==> src/rtl/data_memory_arbiter_pkg.sv <==
// Shared types and constants for the two-requester data memory arbiter.
package data_memory_arbiter_pkg;

   typedef enum logic [1:0] {
      IDLE   = 2'd0,
      ACCESS = 2'd1,
      DONE   = 2'd2
   } arbState_t;

   localparam logic REQ_CPU = 1'b0;
   localparam logic REQ_DMA = 1'b1;

   localparam int MEM_BYTES_DEFAULT = 128;

endpackage

==> src/rtl/rr_pick2.sv <==
// Combinational two-way round-robin pick; the caller owns the last-grant register.
module rr_pick2
   import data_memory_arbiter_pkg::*;
(
   input  logic [1:0] req,
   input  logic       last,
   output logic       grant
);

   always_comb begin
      grant = REQ_CPU;
      if (req == 2'b10) begin
         grant = REQ_DMA;
      end else if (req == 2'b11) begin
         grant = ~last;
      end
   end

endmodule

==> src/rtl/data_memory_arbiter.sv <==
// Two-requester arbiter for a single-port data memory, one access per three cycles.
// Optional address bounds checking: define DATA_MEMORY_ARBITER_BOUNDS_CHECK_EN.
//
// state  | meaning
// IDLE   | sample Req0/Req1, latch winner's payload
// ACCESS | drive memory strobes, Gnt to winner
// DONE   | Done (and Err) pulse to winner
module data_memory_arbiter
   import data_memory_arbiter_pkg::*;
#(
   parameter int ADDR_W    = 16,
   parameter int DATA_W    = 16,
   parameter int MEM_BYTES = MEM_BYTES_DEFAULT
) (
   input  logic              Clock,
   input  logic              Reset,
   input  logic              Req0,
   input  logic              Req1,
   input  logic              We0,
   input  logic              We1,
   input  logic [ADDR_W-1:0] Addr0,
   input  logic [ADDR_W-1:0] Addr1,
   input  logic [DATA_W-1:0] WData0,
   input  logic [DATA_W-1:0] WData1,
   output logic              Gnt0,
   output logic              Gnt1,
   output logic              Done0,
   output logic              Done1,
   output logic [DATA_W-1:0] RData0,
   output logic [DATA_W-1:0] RData1,
   output logic              Err0,
   output logic              Err1,
   output logic [ADDR_W-1:0] MemAddress,
   output logic [DATA_W-1:0] MemWriteData,
   output logic              MemWrite,
   output logic              MemRead,
   input  logic [DATA_W-1:0] MemReadData
);

   arbState_t         state;
   arbState_t         stateNext;
   logic              lastGnt;
   logic              curId;
   logic              wrFlag;
   logic              badFlag;
   logic              pick;
   logic              badNext;
   logic              anyReq;
   logic              inAccess;
   logic              inDone;
   logic              memOk;
   logic [ADDR_W-1:0] pickAddr;
   logic [DATA_W-1:0] rdCapture;

   assign anyReq = Req0 | Req1;

   rr_pick2 uPick (
      .req   ({Req1, Req0}),
      .last  (lastGnt),
      .grant (pick)
   );

   assign pickAddr = (pick == REQ_DMA) ? Addr1 : Addr0;

`ifdef DATA_MEMORY_ARBITER_BOUNDS_CHECK_EN
   localparam logic [ADDR_W-1:0] MAX_ADDR = ADDR_W'(MEM_BYTES - 2);
   assign badNext = pickAddr[0] | (pickAddr > MAX_ADDR);
`else
   assign badNext = 1'b0;
`endif

   always_comb begin
      stateNext = state;
      unique case (state)
         IDLE:    if (anyReq) stateNext = ACCESS;
         ACCESS:  stateNext = DONE;
         DONE:    stateNext = IDLE;
         default: stateNext = IDLE;
      endcase
   end

   // Strobes are gated by Reset so a write caught by reset never commits.
   always_comb begin
      inAccess = (state == ACCESS);
      inDone   = (state == DONE) && !Reset;
      memOk    = inAccess && !badFlag && !Reset;
      Gnt0     = inAccess && (curId == REQ_CPU);
      Gnt1     = inAccess && (curId == REQ_DMA);
      MemWrite = memOk && wrFlag;
      MemRead  = memOk && !wrFlag;
      Done0    = inDone && (curId == REQ_CPU);
      Done1    = inDone && (curId == REQ_DMA);
      Err0     = Done0 && badFlag;
      Err1     = Done1 && badFlag;
   end

   assign rdCapture = badFlag ? '0 : MemReadData;

   always_ff @(posedge Clock) begin
      if (Reset) begin
         state        <= IDLE;
         lastGnt      <= REQ_DMA;
         curId        <= REQ_CPU;
         wrFlag       <= 1'b0;
         badFlag      <= 1'b0;
         MemAddress   <= '0;
         MemWriteData <= '0;
         RData0       <= '0;
         RData1       <= '0;
      end else begin
         state <= stateNext;
         if (state == IDLE && anyReq) begin
            curId        <= pick;
            lastGnt      <= pick;
            wrFlag       <= (pick == REQ_DMA) ? We1 : We0;
            badFlag      <= badNext;
            MemAddress   <= pickAddr;
            MemWriteData <= (pick == REQ_DMA) ? WData1 : WData0;
         end
         // A rejected access of either kind returns zero read data.
         if (inAccess && (badFlag || !wrFlag)) begin
            if (curId == REQ_CPU) RData0 <= rdCapture;
            else                  RData1 <= rdCapture;
         end
      end
   end

endmodule
==> config.mk <==
export PLATFORM = sky130hd
export DESIGN_NAME = data_memory_arbiter
export DESIGN_NICKNAME = d
export VERILOG_FILES = /design/src/rtl/data_memory_arbiter_pkg.sv /design/src/rtl/rr_pick2.sv /design/src/rtl/data_memory_arbiter.sv
export SDC_FILE = /design/constraint.sdc
export NUM_CORES = 1
export LEC_CHECK = 0
export BUFFER_PORTS_ARGS = -buffer_cell sky130_fd_sc_hd__buf_2
export CAP_MARGIN = 10
export CORE_ASPECT_RATIO = 0.6
export CORE_UTILIZATION = 30
export CTS_CLUSTER_DIAMETER = 150
export DETAILED_ROUTE_END_ITERATION = 8
export PLACE_DENSITY = 0.55
export SLEW_MARGIN = 20
export SYNTH_ARGS = -nofsm -noshare
export SYNTH_HDL_FRONTEND = slang
export SYNTH_SLANG_ARGS = --single-unit
==> constraint.sdc <==
create_clock -name Clock -period 3.77 [get_ports Clock]
set_input_delay 0.377 -clock Clock [delete_from_list [all_inputs] [get_ports Clock]]
set_output_delay 0.377 -clock Clock [all_outputs]
set_load 0.02 [all_outputs]
==> out/qor_table.md <==
| Group | Result | This run |
| --- | --- | --- |
| outcome | Status | complete, no violations |
| clock network | Insertion delay of the later-clocked pin in the worst-skew pair | 330 ps |
| clock network | H-tree depth reported by CTS | 3 |
| setup path | Biggest fanout along the worst timing path | 7 |
| power | VDD IR-drop max | 0.0002438 V |
| clock network | Cts hold-fix bufs | 0 |
| power | Sw frac | 28.58% |
| synthesis | Mean cell area of the mapped netlist | 8.525 um^2 |
| drt | DR vias/cell | 4.719 |
| placed design | Standard cell area after detailed placement | 3840 um^2 |
| cells and area | Final std cell area, no fill | 4167 um^2 |
| cells and area | Ratio of cells with drive above 1 in the final layout | 41.88% |
| min path | Hold/Removal Path Class | in2reg |
| placed design | Placer Congestion | 0.7394 |
| grt | Met1 layer usage reported by global route | 21.87% |
| drt | Routed via count | 2992 |
| cells and area | Total number of nets in the final design | 580 |
| synthesis | Area fraction in and, or, nand and nor cells after synthesis | 20.61% |
| synthesis | Share of synthesized area occupied by flip-flops and latches | 45.13% |
| drt | Number of nets still failing antenna checks after routing | 0 |
| floorplanning | Starting density of the core | 30.98% |
| setup path | Category of the most critical setup path | reg2out |
| setup path | Required @ worst endpoint | 3390 ps |
| job | Max Cap Violations | 0 |
| setup path | Capturing element type of the critical path | output port |
| floorplanning | Core Rows | 28 |
| placed design | Detailed Place HPWL | 6451 um |
| floorplanning | Number of top-level pins | 158 |
| drt | Number of search-and-repair iterations in the first detailed-routing pass | 4 |
| cells and area | Area occupied by multi-input gates | 1480 um^2 |
| timing | Final setup slack of the worst path | 1906 ps |
| drt | Violation count after the first detailed-route iteration | 185 |
| grt | Global-route track usage on met2 | 27.79% |
| drt | Average wire length per cell after detail routing | 14.37 um |
| timing | RSZ-0062 raised after global routing | false |
| clock network | Clock slew at the register clock pins of the worst setup and hold paths | 60 ps |
| grt | Initial antenna violation count | 1 |
| clock network | Clock net sink count | 69 |
| cells and area | Layout area overhead | 36.14% |
| timing | Sum of negative setup slack | 0 ps |
| timing | Setup clock skew after layout | 3.951 ps |
| placed design | Port Buffer Count | 155 |
| power | Sequential power share | 38.3% |
| setup path | Slowest stage cell on the critical path | dfxtp_1 |
| floorplanning | Die span in y | 80.24 um |
| floorplanning | Placeable Area | 9879 um^2 |
| cells and area | Diode insertion count for antenna repair | 0 |
| synthesis | Compound-cell area share of the yosys netlist | 27.43% |
| timing | Final setup fails | 0 |
| clock network | Number of setup buffers added after CTS | 0 |
| setup path | Arrival time reported for the critical path endpoint | 1490 ps |
| setup path | Ordered cell list for the critical path | inv_1 > nor4b_1 > buf_2 |
| floorplanning | Overall die area | 10620 um^2 |
| timing | Post-route fraction of the period consumed by the critical path | 49.45% |
| synthesis | Xor/xnor cell area share of the yosys netlist | 0% |
| grt | Grt ovf | 0 |
| timing | Minimum clock period after layout | 1864 ps |
| placed design | Setup slack after placement | 1710 ps |
| drt | Sum of routed wire length over all layers | 9110 um |
| floorplanning | Die Width | 132.4 um |
| timing | Hold_ws | 291.5 ps |
| timing | Pin slew with the least headroom to its limit | 932.7 ps |
| synthesis | Post-synthesis mux area share | 0% |
| synthesis | Main combinational cell family by area after synthesis | compound AO/OA/AOI/OAI gates |
| setup path | Kind of launch point of the worst setup path | flop |
| clock network | Clock tree buffer depth | 2 |
| synthesis | Post-Synth Adder-Cell Area | 0% |
| synthesis | Summed instance area of the synthesized netlist | 3060 um^2 |
| grt | Gr busiest metal | met2 |
| grt | Vias in the first global route | 2926 |
| clock network | CTS tree | yes |
| timing | Maximum frequency from static timing analysis | 536.5 MHz |
| clock network | Number of buffers created by CTS | 9 |
| power | Power per cell area | 517.5 nW/um^2 |
| power | Clock network fraction of design power | 42.6% |
| cells and area | Final Util | 42.17% |
| synthesis | Synthesis Warnings | 0 |
| cells and area | Fill cell instance count of the final layout | 1044 |
| power | Static Leakage | 1.841 nW |
| power | Gate power share | 19.0% |
| power | Internal power contribution | 0.001540 W |
| timing | Max Slew Vio Count | 0 |
| clock network | Root buffer cell | clkbuf_16 |
| timing | Max transition margin | 37.55% |
| setup path | Kind of cell with the highest combined delay on the critical path | flip-flops |
| synthesis | Cell count after synthesis | 359 |
| setup path | Critical path's largest stage delay | 480 ps |
| grt | Wire length of the first global-routing pass | 14390 um |
| timing | Final hold viol count | 0 |
| grt | Pin count of the biggest net entering global routing | 56 |
| drt | Residual DRC | 0 |
| setup path | WP buf/inv | 2 |
| clock network | Post-CTS sizing | 0 |
| grt | Total routing usage reported by global routing | 17.30% |
| synthesis | #FFs+latches synth | 69 |
| synthesis | Count of distinct cell types in the synthesized netlist | 29 |
| power | Psw | 0.0006161 W |
| cells and area | Sequential standard cell area | 1381 um^2 |
| grt | Met3 Usage GRT | 5.492% |
[final timing paths]
check,start,end,slack [ps],cells past startpoint
min reg2reg,RData0[0]$_SDFFE_PP0P_,RData0[0]$_SDFFE_PP0P_,450,2
min,MemReadData[11],RData0[11]$_SDFFE_PP0P_,290,3
max,curId$_SDFFE_PP0P_,Done1,1910,3
max reg2reg,state[1]$_SDFFE_PP0P_,MemAddress[14]$_SDFFE_PP0P_,1950,4
[cell usage after synthesis (all sizes together)]
| library cell | instances | area, um^2 |
|---|---|---|
| nand2b | 1 | 6.260 |
| or4b | 1 | 10.01 |
| a21oi | 66 | 330.3 |
| and4bb | 1 | 12.51 |
| nor2b | 2 | 12.51 |
| nor4b | 3 | 41.29 |
| buf | 18 | 131.4 |
| a221o | 1 | 10.01 |
| nor2 | 4 | 15.01 |
| nand2 | 132 | 495.5 |
| nand4bb | 1 | 11.26 |
| a21bo | 1 | 10.01 |
| and2 | 2 | 15.02 |
| dfxtp | 69 | 1381 |
| or2 | 1 | 6.260 |
| a21boi | 1 | 11.26 |
| inv | 1 | 3.750 |
| nor3 | 1 | 5.000 |
| a311oi | 33 | 470.5 |
| clkbuf | 18 | 70.07 |
| a21o | 1 | 7.510 |
| conb | 1 | 3.750 |
[power by group through the flow]
stage / sequential, W / clock, W / combinational (W)
2_1_floorplan: 0.000902 / 0 / 0.000221
3_3_place_gp: 0.000840 / 0 / 0.000407
3_5_place_dp: 0.000841 / 0 / 0.000415
4_1_cts: 0.000826 / 0.000938 / 0.000415
5_1_grt: 0.000833 / 0.000973 / 0.000448
6_report: 0.000826 / 0.000920 / 0.000411
[tightest hold or removal path, stage by stage]
cell	delay, ps
buf_2	100
nand2_1	50
a21oi_1	50
[placed cells by master (no fill, tap or decap), types with 2 or more instances in the layout]
cell type   count
buf_2         155
nand2_1       132
dfxtp_1        69
a21oi_1        66
a311oi_2       29
clkbuf_16       9
a311oi_1        4
buf_4           4
nor2_1          3
nor4b_1         2
nor2b_1         2
conb_1          2
bufinv_16       2
clkinvlp_4      2
[cells by family (layout without fill, tap and decap cells)]
group / count (synthesis) / in the layout
compound gates: 103 / 103
buf+inv: 37 / 176
flops: 69 / 69
other cells: 1 / 2
simple gates: 149 / 149
[flip-flops by register name, summed over array words and instances (netlist names)]
signal / flops
RData0: 16
RData1: 16
wrFlag: 1
MemWriteData: 16
curId: 1
state: 2
MemAddress: 16
lastGnt: 1
[area by class of cell]
cell class                 count  area share [%]
clock buffer                  11           5.826
clock inverter                 5           2.012
inverter                       1         0.09009
sequential                    69           33.15
multi-input combinational    254           35.53
tap                          135           4.054
timing repair buffer         159           19.34
[per-layer routing]
| layer | vias up | part of all wire (%) |
|---|---|---|
| li1 | 1502 | - |
| met1 | 1383 | 46 |
| met2 | 90 | 47 |
| met3 | 15 | 5.9 |
| met4 | 2 | 1.7 |
| met5 | - | 0.088 |
[per-stage QoR]
| stage | std cells | total power [W] |
|---|---|---|
| floorplan | 360 | 0.001124 |
| global placement | 618 | 0.001247 |
| detailed placement | 618 | 0.001256 |
| CTS | 634 | 0.002179 |
| global route | 634 | 0.002255 |
| finish | 634 | 0.002156 |
No activity file was read; power rests on OpenSTA's default activity.
